**src/rtl/pixel_mem_ctrl.sv**
```systemverilog
// Sequencer for the 32x32x3 pixel memory: planar load from an input stream,
// and raster-order 3x3 zero-padded window fetch toward the conv datapath.
module pixel_mem_ctrl #(
  parameter int unsigned DATA_W  = 16,
  parameter int unsigned IMG_DIM = 32
) (
  input  logic                clk,
  input  logic                rst,
  input  logic                load_start,
  input  logic [DATA_W-1:0]   in_data,
  input  logic                in_valid,
  output logic                in_ready,
  output logic                load_done,
  input  logic                fetch_start,
  output logic [3*DATA_W-1:0] pix_out,
  output logic                pix_valid,
  input  logic                pix_ready,
  output logic [3:0]          pix_k,
  output logic [4:0]          pix_row,
  output logic [4:0]          pix_col,
  output logic                pix_last,
  output logic                fetch_done,
  output logic                busy,
  output logic [15:0]         write_pixel_addr,
  output logic [DATA_W-1:0]   write_pixel_data,
  output logic                write_pixel_signal,
  output logic [15:0]         read_pixel_addr,
  output logic                read_pixel_signal,
  input  logic [3*DATA_W-1:0] read_pixel_data
);

  localparam logic [4:0] LastIdx = 5'(IMG_DIM - 1);

  typedef enum logic [1:0] {StIdle, StLoad, StFetch} state_e;

  state_e              state_q, state_d;
  logic [1:0]          ch_q, ch_d, kr_q, kr_d, kc_q, kc_d;
  logic [4:0]          row_q, row_d, col_q, col_d;
  logic                last_q, last_d;  // final word accepted / final beat issued
  logic                wr_sig_q, wr_sig_d;
  logic [15:0]         wr_addr_q, wr_addr_d;
  logic [DATA_W-1:0]   wr_data_q, wr_data_d;
  logic                load_done_q, load_done_d;
  logic                fetch_done_q, fetch_done_d;
  logic [3*DATA_W-1:0] pix_out_q, pix_out_d;
  logic                pix_valid_q, pix_valid_d;
  logic [3:0]          pix_k_q, pix_k_d;
  logic [4:0]          pix_row_q, pix_row_d, pix_col_q, pix_col_d;
  logic                pix_last_q, pix_last_d;

  logic signed [5:0]   nb_row, nb_col;
  logic                nb_in, pix_load, fetch_final;

  // Bounds are checked on the signed 6-bit sum before truncation, so the
  // +1 overflow at row/col 31 lands on a negative value and is padded.
  always_comb begin
    nb_row = $signed({1'b0, row_q}) + $signed({4'b0, kr_q}) - 6'sd1;
    nb_col = $signed({1'b0, col_q}) + $signed({4'b0, kc_q}) - 6'sd1;
    nb_in  = !nb_row[5] && (nb_row[4:0] <= LastIdx) && !nb_col[5] && (nb_col[4:0] <= LastIdx);
  end

  assign busy               = (state_q != StIdle);
  assign in_ready           = (state_q == StLoad) && !last_q;
  assign read_pixel_signal  = (state_q == StFetch) && !last_q && nb_in;
  assign read_pixel_addr    = read_pixel_signal ? {6'b0, nb_row[4:0], nb_col[4:0]} : 16'b0;
  assign pix_load           = (state_q == StFetch) && !last_q && (!pix_valid_q || pix_ready);
  assign fetch_final        = (row_q == LastIdx) && (col_q == LastIdx) &&
                              (kr_q == 2'd2) && (kc_q == 2'd2);

  assign load_done          = load_done_q;
  assign fetch_done         = fetch_done_q;
  assign write_pixel_signal = wr_sig_q;
  assign write_pixel_addr   = wr_addr_q;
  assign write_pixel_data   = wr_data_q;
  assign pix_out            = pix_out_q;
  assign pix_valid          = pix_valid_q;
  assign pix_k              = pix_k_q;
  assign pix_row            = pix_row_q;
  assign pix_col            = pix_col_q;
  assign pix_last           = pix_last_q;

  always_comb begin
    state_d      = state_q;
    ch_d         = ch_q;
    row_d        = row_q;
    col_d        = col_q;
    kr_d         = kr_q;
    kc_d         = kc_q;
    last_d       = last_q;
    wr_sig_d     = 1'b0;
    wr_addr_d    = wr_addr_q;
    wr_data_d    = wr_data_q;
    load_done_d  = 1'b0;
    fetch_done_d = 1'b0;
    pix_out_d    = pix_out_q;
    pix_valid_d  = pix_valid_q;
    pix_k_d      = pix_k_q;
    pix_row_d    = pix_row_q;
    pix_col_d    = pix_col_q;
    pix_last_d   = pix_last_q;

    unique case (state_q)
      StIdle: begin
        if (load_start || fetch_start) begin
          state_d = load_start ? StLoad : StFetch;
          ch_d    = 2'd0;
          row_d   = 5'd0;
          col_d   = 5'd0;
          kr_d    = 2'd0;
          kc_d    = 2'd0;
          last_d  = 1'b0;
        end
      end
      StLoad: begin
        if (last_q) begin
          state_d = StIdle;
          last_d  = 1'b0;
        end else if (in_valid) begin
          wr_sig_d  = 1'b1;
          wr_addr_d = {4'b0, ch_q, row_q, col_q};
          wr_data_d = in_data;
          col_d     = col_q + 5'd1;
          if (col_q == LastIdx) begin
            col_d = 5'd0;
            row_d = row_q + 5'd1;
            if (row_q == LastIdx) begin
              row_d = 5'd0;
              ch_d  = ch_q + 2'd1;
              if (ch_q == 2'd2) begin
                ch_d        = 2'd0;
                last_d      = 1'b1;
                load_done_d = 1'b1;
              end
            end
          end
        end
      end
      StFetch: begin
        if (pix_valid_q && pix_ready && pix_last_q) begin
          pix_valid_d  = 1'b0;
          fetch_done_d = 1'b1;
          state_d      = StIdle;
          last_d       = 1'b0;
        end else if (pix_load) begin
          pix_valid_d = 1'b1;
          pix_out_d   = read_pixel_signal ? read_pixel_data : '0;
          pix_k_d     = ({2'b0, kr_q} << 1) + {2'b0, kr_q} + {2'b0, kc_q};
          pix_row_d   = row_q;
          pix_col_d   = col_q;
          pix_last_d  = fetch_final;
          kc_d        = kc_q + 2'd1;
          if (kc_q == 2'd2) begin
            kc_d = 2'd0;
            kr_d = kr_q + 2'd1;
            if (kr_q == 2'd2) begin
              kr_d  = 2'd0;
              col_d = col_q + 5'd1;
              if (col_q == LastIdx) begin
                col_d = 5'd0;
                row_d = row_q + 5'd1;
                if (row_q == LastIdx) begin
                  row_d  = 5'd0;
                  last_d = 1'b1;
                end
              end
            end
          end
        end else if (pix_ready) begin
          pix_valid_d = 1'b0;
        end
      end
      default: state_d = StIdle;
    endcase
  end

  always_ff @(posedge clk) begin
    if (rst) begin
      state_q      <= StIdle;
      ch_q         <= 2'd0;
      row_q        <= 5'd0;
      col_q        <= 5'd0;
      kr_q         <= 2'd0;
      kc_q         <= 2'd0;
      last_q       <= 1'b0;
      wr_sig_q     <= 1'b0;
      wr_addr_q    <= 16'd0;
      wr_data_q    <= '0;
      load_done_q  <= 1'b0;
      fetch_done_q <= 1'b0;
      pix_out_q    <= '0;
      pix_valid_q  <= 1'b0;
      pix_k_q      <= 4'd0;
      pix_row_q    <= 5'd0;
      pix_col_q    <= 5'd0;
      pix_last_q   <= 1'b0;
    end else begin
      state_q      <= state_d;
      ch_q         <= ch_d;
      row_q        <= row_d;
      col_q        <= col_d;
      kr_q         <= kr_d;
      kc_q         <= kc_d;
      last_q       <= last_d;
      wr_sig_q     <= wr_sig_d;
      wr_addr_q    <= wr_addr_d;
      wr_data_q    <= wr_data_d;
      load_done_q  <= load_done_d;
      fetch_done_q <= fetch_done_d;
      pix_out_q    <= pix_out_d;
      pix_valid_q  <= pix_valid_d;
      pix_k_q      <= pix_k_d;
      pix_row_q    <= pix_row_d;
      pix_col_q    <= pix_col_d;
      pix_last_q   <= pix_last_d;
    end
  end

endmodule

```
**config.mk**
```make
export PLATFORM = sky130hd
export DESIGN_NAME = pixel_mem_ctrl
export DESIGN_NICKNAME = d
export VERILOG_FILES = /design/src/rtl/pixel_mem_ctrl.sv
export SDC_FILE = /design/constraint.sdc
export NUM_CORES = 1
export LEC_CHECK = 0
export CORE_UTILIZATION = 39
export CTS_BUF_LIST = sky130_fd_sc_hd__clkbuf_16
export CTS_CLUSTER_SIZE = 10
export DETAILED_ROUTE_END_ITERATION = 12
export GPL_ROUTABILITY_DRIVEN = 0
export PLACE_DENSITY_LB_ADDON = 0.12
export RECOVER_POWER = 25
export SYNTH_ARGS = -nofsm -noshare
export SYNTH_HDL_FRONTEND = slang
export SYNTH_SLANG_ARGS = --single-unit
```
**constraint.sdc**
```tcl
create_clock -name clk -period 3.3 [get_ports clk]
set_input_delay 0.825 -clock clk [delete_from_list [all_inputs] [get_ports clk]]
set_output_delay 0.825 -clock clk [all_outputs]
set_load 0.05 [all_outputs]
```
* Word-level counts from Yosys, hierarchy flattened *
Index checks and enable logic that the tools add are counted.
W data, S select, Z words.

storage, ports and cells
  output and inout bits = 118
  word-level logic and storage cells = 153
  register bits = 114

operators by class
  $lt $le $gt $ge = 2
  mux-type cells = 59
  add/sub/neg operators = 11
  reductions and logical operators = 36
  eq/ne operators = 23
  bitwise operators = 4

operators by type and width
  cell                   number
  $mux W5                16
  $mux W48               1
  $mux W2                17
  $pmux W5 S3            2
  $mux W1                17
  $add A5 B2 Y6          2
  $logic_and A1 B1 Y1    12
  $ne A2 B2 Y1 const B   6
  $ne A3 B1 Y1 const B   4
  $pmux W2 S2            3
  $sub A6 B2 Y6 const B  2
  $add A5 B1 Y5 const B  2
  $eq A5 B5 Y1 const B   2
  $le A5 B5 Y1 const B   2
  $mux W10               1
  $ne A2 B1 Y1 const B   5
  $reduce_and A3 Y1      3
  $eq A2 B2 Y1 const B   4
  $reduce_and A8 Y1      1
  $reduce_and A7 Y1      1
  $add A2 B1 Y2 const B  3
  $pmux W2 S3            1
  $reduce_and A6 Y1      1
  $reduce_bool A2 Y1     3
  other kinds (15)       24

* Depth between registers and ports, before layout *
  word-level depth = 8
  gate-level depth with buffers = 12
  gate-level depth less buffers = 11

* Worst setup path after synthesis *
OpenSTA, ideal clock, no wires.

  path kind = flip-flop to output port
  start = register kr_q[1]
  end = output port read_pixel_addr[1]
  data arrival time = 3165 ps
  stages on the path, launching flop included = 13
  required time = 2475 ps
  setup slack = -690 ps
  cells stage by stage = dfxtp_1 -> inv_1 -> ha_1 -> inv_1 -> ha_1 -> fa_1 -> a21o_1 -> a21o_1 -> a22o_1 -> or3_1 -> clkbuf_1 -> inv_2 -> and2_1

between the ends
  word-level cells in the longest chain between the ends = 8

ends and longest elaborated chain
  item                                              RTL line  text
  start, declared                                   37        logic [1:0] ch_q, ch_d, kr_q, kr_d, kc_q, kc_d;
  start signal, assigned                            201       kr_q <= kr_d;
  $add A5 B2 Y6 *                                   57        nb_row = $signed({1'b0, row_q}) + $signed({4'b0, kr_q}) - 6'sd1;
  $sub A6 B2 Y6 *                                   57
  $le A5 B5 Y1 or $logic_not A1 Y1 (tied branches)  59        nb_in = !nb_row[5] && (nb_row[4:0] <= LastIdx) && !nb_col[5] && (nb_col[4:0] <= LastIdx);
  $logic_and A1 B1 Y1 * (3 in a row)                59
  $logic_and A1 B1 Y1 *                             64        assign read_pixel_signal = (state_q == StFetch) && !last_q && nb_in;
  net read_pixel_signal                             28        output logic read_pixel_signal,
  $mux W10 *                                        65        assign read_pixel_addr = read_pixel_signal ? {6'b0, nb_row[4:0], nb_col[4:0]} : 16'b0;
  end, declared                                     27        output logic [15:0] read_pixel_addr,

The timed path passes the listed nets; every way through them passes the cells marked *.

* Worst setup path in the final report *
  start = register kc_q[1]
  end = output port read_pixel_addr[2]

between the ends
  word-level cells in the longest chain between the ends = 7

ends and longest elaborated chain
  item                                                  RTL line  text
  start, declared                                       37
  start signal, assigned                                202       kc_q <= kc_d;
  $add A5 B2 Y6 *                                       58        nb_col = $signed({1'b0, col_q}) + $signed({4'b0, kc_q}) - 6'sd1;
  $sub A6 B2 Y6 *                                       58
  branches (longest 4 deep; another with $le A5 B5 Y1)  --
  $mux W10 *                                            65

Mark *: on every way between the ends.

==> metrics.cfg <==
[grt]
grt_pass1_vias = 4261
grt_overflow = 0
grt_use_total_pct = 21.74
grt_max_degree = 39
grt_pass1_wl_um = 21650
antenna_found_initial = 0

[floorplan]
core.rowCount = 40
coreArea_um2 = 12010
dieHeight_um = 112.9
ios = 188
start_util_pct = 39.91
die_area_um2 = 12740
die_w_um = 112.9

[cts]
cts_buffer_depth = 2
cts_hold_buf = 0
cts_buffers = 17
clkLatencyLatePin_ns = 0.41
htree_levels = 4
cts_root_buffer = clkbuf_16
clock_sinks = 114
path_clk_slew_ns = 0.05
cts_tree = built

[timing]
worst_slack_ns = -0.4743
hold_violations = 0
worst_clock_skew_ns = 0.01098
setup_viol = 11
rsz0062_at_grt = true
timing.setup.tns_ns = -4.683
max_slew.worst_pin.slew_ns = 1.590
slew_headroom_pct = -5.982
maxSlewViolCount = 34
fmax_mhz = 265.0
post-route-min-period_ns = 3.774
fin_crit_sh_pct = 114.4

[yosys]
synth_top_area_cell = dfxtp_1
synth-edff-count = 0
synth.ff_latch_count = 114
yosys-top-cells-area = dfxtp_1 48%, a22o_1 9.1%, nand2_1 7.4%, ha_1 7.0%, a21oi_1 6.1%
async_flop_share_pct = 0
synth_ff_type = dfxtp_1
syn_area_um2 = 4793
ys_seq_area_share_pct = 47.61
yosysUniqueCellTypes = 47
avgSynthCellArea_um2 = 9.200
synth_top_area_share_pct = 47.61
postSynthCellCount = 521
ys_warn_count = 0

[detailed_routing]
routedWlPerCell_um = 15.04
firstDrtPassIters = 4
drtIter0Drc = 259
drc_errors = 0
num_vias = 4393
routed_wl_um = 13220
viasPerCell = 4.998
ant_nets = 0

[pwr]
p_per_area_nw_per_um2 = 529.2
leakage_nw = 2.948
irDropWorstVdd_mv = 0.4314

[critical_path]
reg2reg_depth = 12
arrival_ns = 2.95
required_ns = 2.47
startpoint = kc_q[1]
critPathCapture = read_pixel_addr[2]
start_kind = flop
rr_endpoint = pix_out[23]
crit_type = reg -> out
cp_max_fo = 7
r2r_slack_ns = 0.48
rr_startpoint = kc_q[1]
crit_path_end_kind = primary output

[flow_run]
maxCapViolCount = 1

[finish]
area_growth_pct = 60.19
diodes = 0
layout_commonest_cell = clkdlybuf4s50_1
layout-drive-gt1-share_pct = 13.93
final_nets = 820
final_cell_mix = 163 x clkdlybuf4s50_1, 110 x dfxtp_1, 94 x nand2_1, 58 x a21oi_1, 50 x a22o_1
fillers = 1006

[placement]
dp_hpwl_um = 9570
place_ws_ns = -0.1429
io_buffers = 177

[status]
violations = max-capacitance violations, max-slew violations, negative setup slack
run_status = finished with violations

[hold_path]
hold_depth = 2
hold_path_class = reg -> reg

cell usage after synthesis (2+ instances only):
master and instances:
nor2b_1 5, a21oi_1 58, a22o_1 50, a211oi_1 4, o21ai_0 9, or3_1 5, and2_1 7, buf_1 5
nand3b_1 2, buf_2 5, nand2b_1 4, fa_1 4, ha_1 27, o22ai_1 2, a22oi_1 3, xor2_1 2
dfxtp_1 114, buf_6 2, nand3_1 5, inv_1 28, xnor2_1 2, nand2_1 94, or4_1 4, clkbuf_1 16
nand4_1 5, buf_4 11, mux2i_1 2, a2111oi_0 2, a21o_1 7, nor2_1 20
logic make-up after synthesis:
group,share of synthesized area [%]
buffers and inverters,6.630
flip-flops,47.61
XOR/XNOR,0.7310
other,0.07823
AO/OA/AOI/OAI,20.49
adder cells (fa/ha/maj),8.718
AND/OR/NAND/NOR,15.09
multiplexers,0.6526
worst min-delay path by stage:
stage | endpoint | start | slack (ns)
finish | pix_k[0] | pix_k[0] | 0.45
detailed placement | write_pixel_addr[11] | write_pixel_addr[11] | 0.45
floorplan | write_pixel_addr[11] | ch_q[1] | 0.45
global placement | write_pixel_data[15] | write_pixel_data[15] | 0.44
CTS | write_pixel_data[1] | write_pixel_data[1] | 0.45
global route | write_pixel_data[4] | write_pixel_data[4] | 0.47
layer usage:
metal	share of wire (%)	vias to the layer above	GRT usage, %	wire length, µm
met5	0	-	0	0
met4	1.0	0	6.579	134
met3	6.4	9	8.302	844
met2	48	132	35.02	6309
met1	45	2074	27.01	5935
li1	-	2178	-	-
metrics by stage:
stage               area [µm²]  total power, mW  hold WS (ns)  cells  util, %
finish                    7679            4.063        0.4500    879    63.93
global route              7679            4.247        0.4655    879    63.93
CTS                       7690            4.100        0.4536    879    64.02
detailed placement        7029            2.143        0.4459    847    58.52
global placement          7029            2.131        0.4410    847    58.52
floorplan                 4915            1.892        0.4454    530        -
power by group:
part           internal, mW  total [mW]  switching (mW)
logic                 0.271       0.689           0.418
clock network          1.32        1.94           0.621
registers              1.41        1.44          0.0247
critical path, cell delays in order (launching register included):
cell and delay [ns]:
dfxtp_2 0.33, inv_2 0.05, ha_4 0.26, inv_2 0.04, ha_4 0.15, fa_2 0.33
a21o_1 0.18, a21o_1 0.16, a22o_1 0.21, or3_4 0.45, inv_8 0.10, and2_4 0.14
buf_12 0.13
sequential cells by signal (all words and copies together) (netlist names), 2 cells and up:
name and flops:
ch_q 2, write_pixel_addr 12, col_q 5, row_q 5
pix_out 48, state_q 2, pix_row 5, kc_q 2
pix_col 5, write_pixel_data 16, kr_q 2, pix_k 4
final cells by class:
type | count | area (µm²) | share of cell area [%]
repair buffers | 209 | 2118 | 27.59
clock inverters | 15 | 197.7 | 2.575
clock buffers | 17 | 425.4 | 5.540
well taps | 147 | 183.9 | 2.395
flip-flops and latches | 114 | 2287 | 29.79
inverters | 29 | 116.4 | 1.515
multi-input cells | 348 | 2350 | 30.60
timing repair:
| action | in CTS | in global routing |
|---|---|---|
| endpoints found under the setup margin | 11 | 11 |
| cloned | 0 | 0 |
| buffers inserted | 1 | 0 |
| pin swaps | 9 | 2 |
| resized for setup | 10 | 0 |
Power figures use the tool's default switching activity.
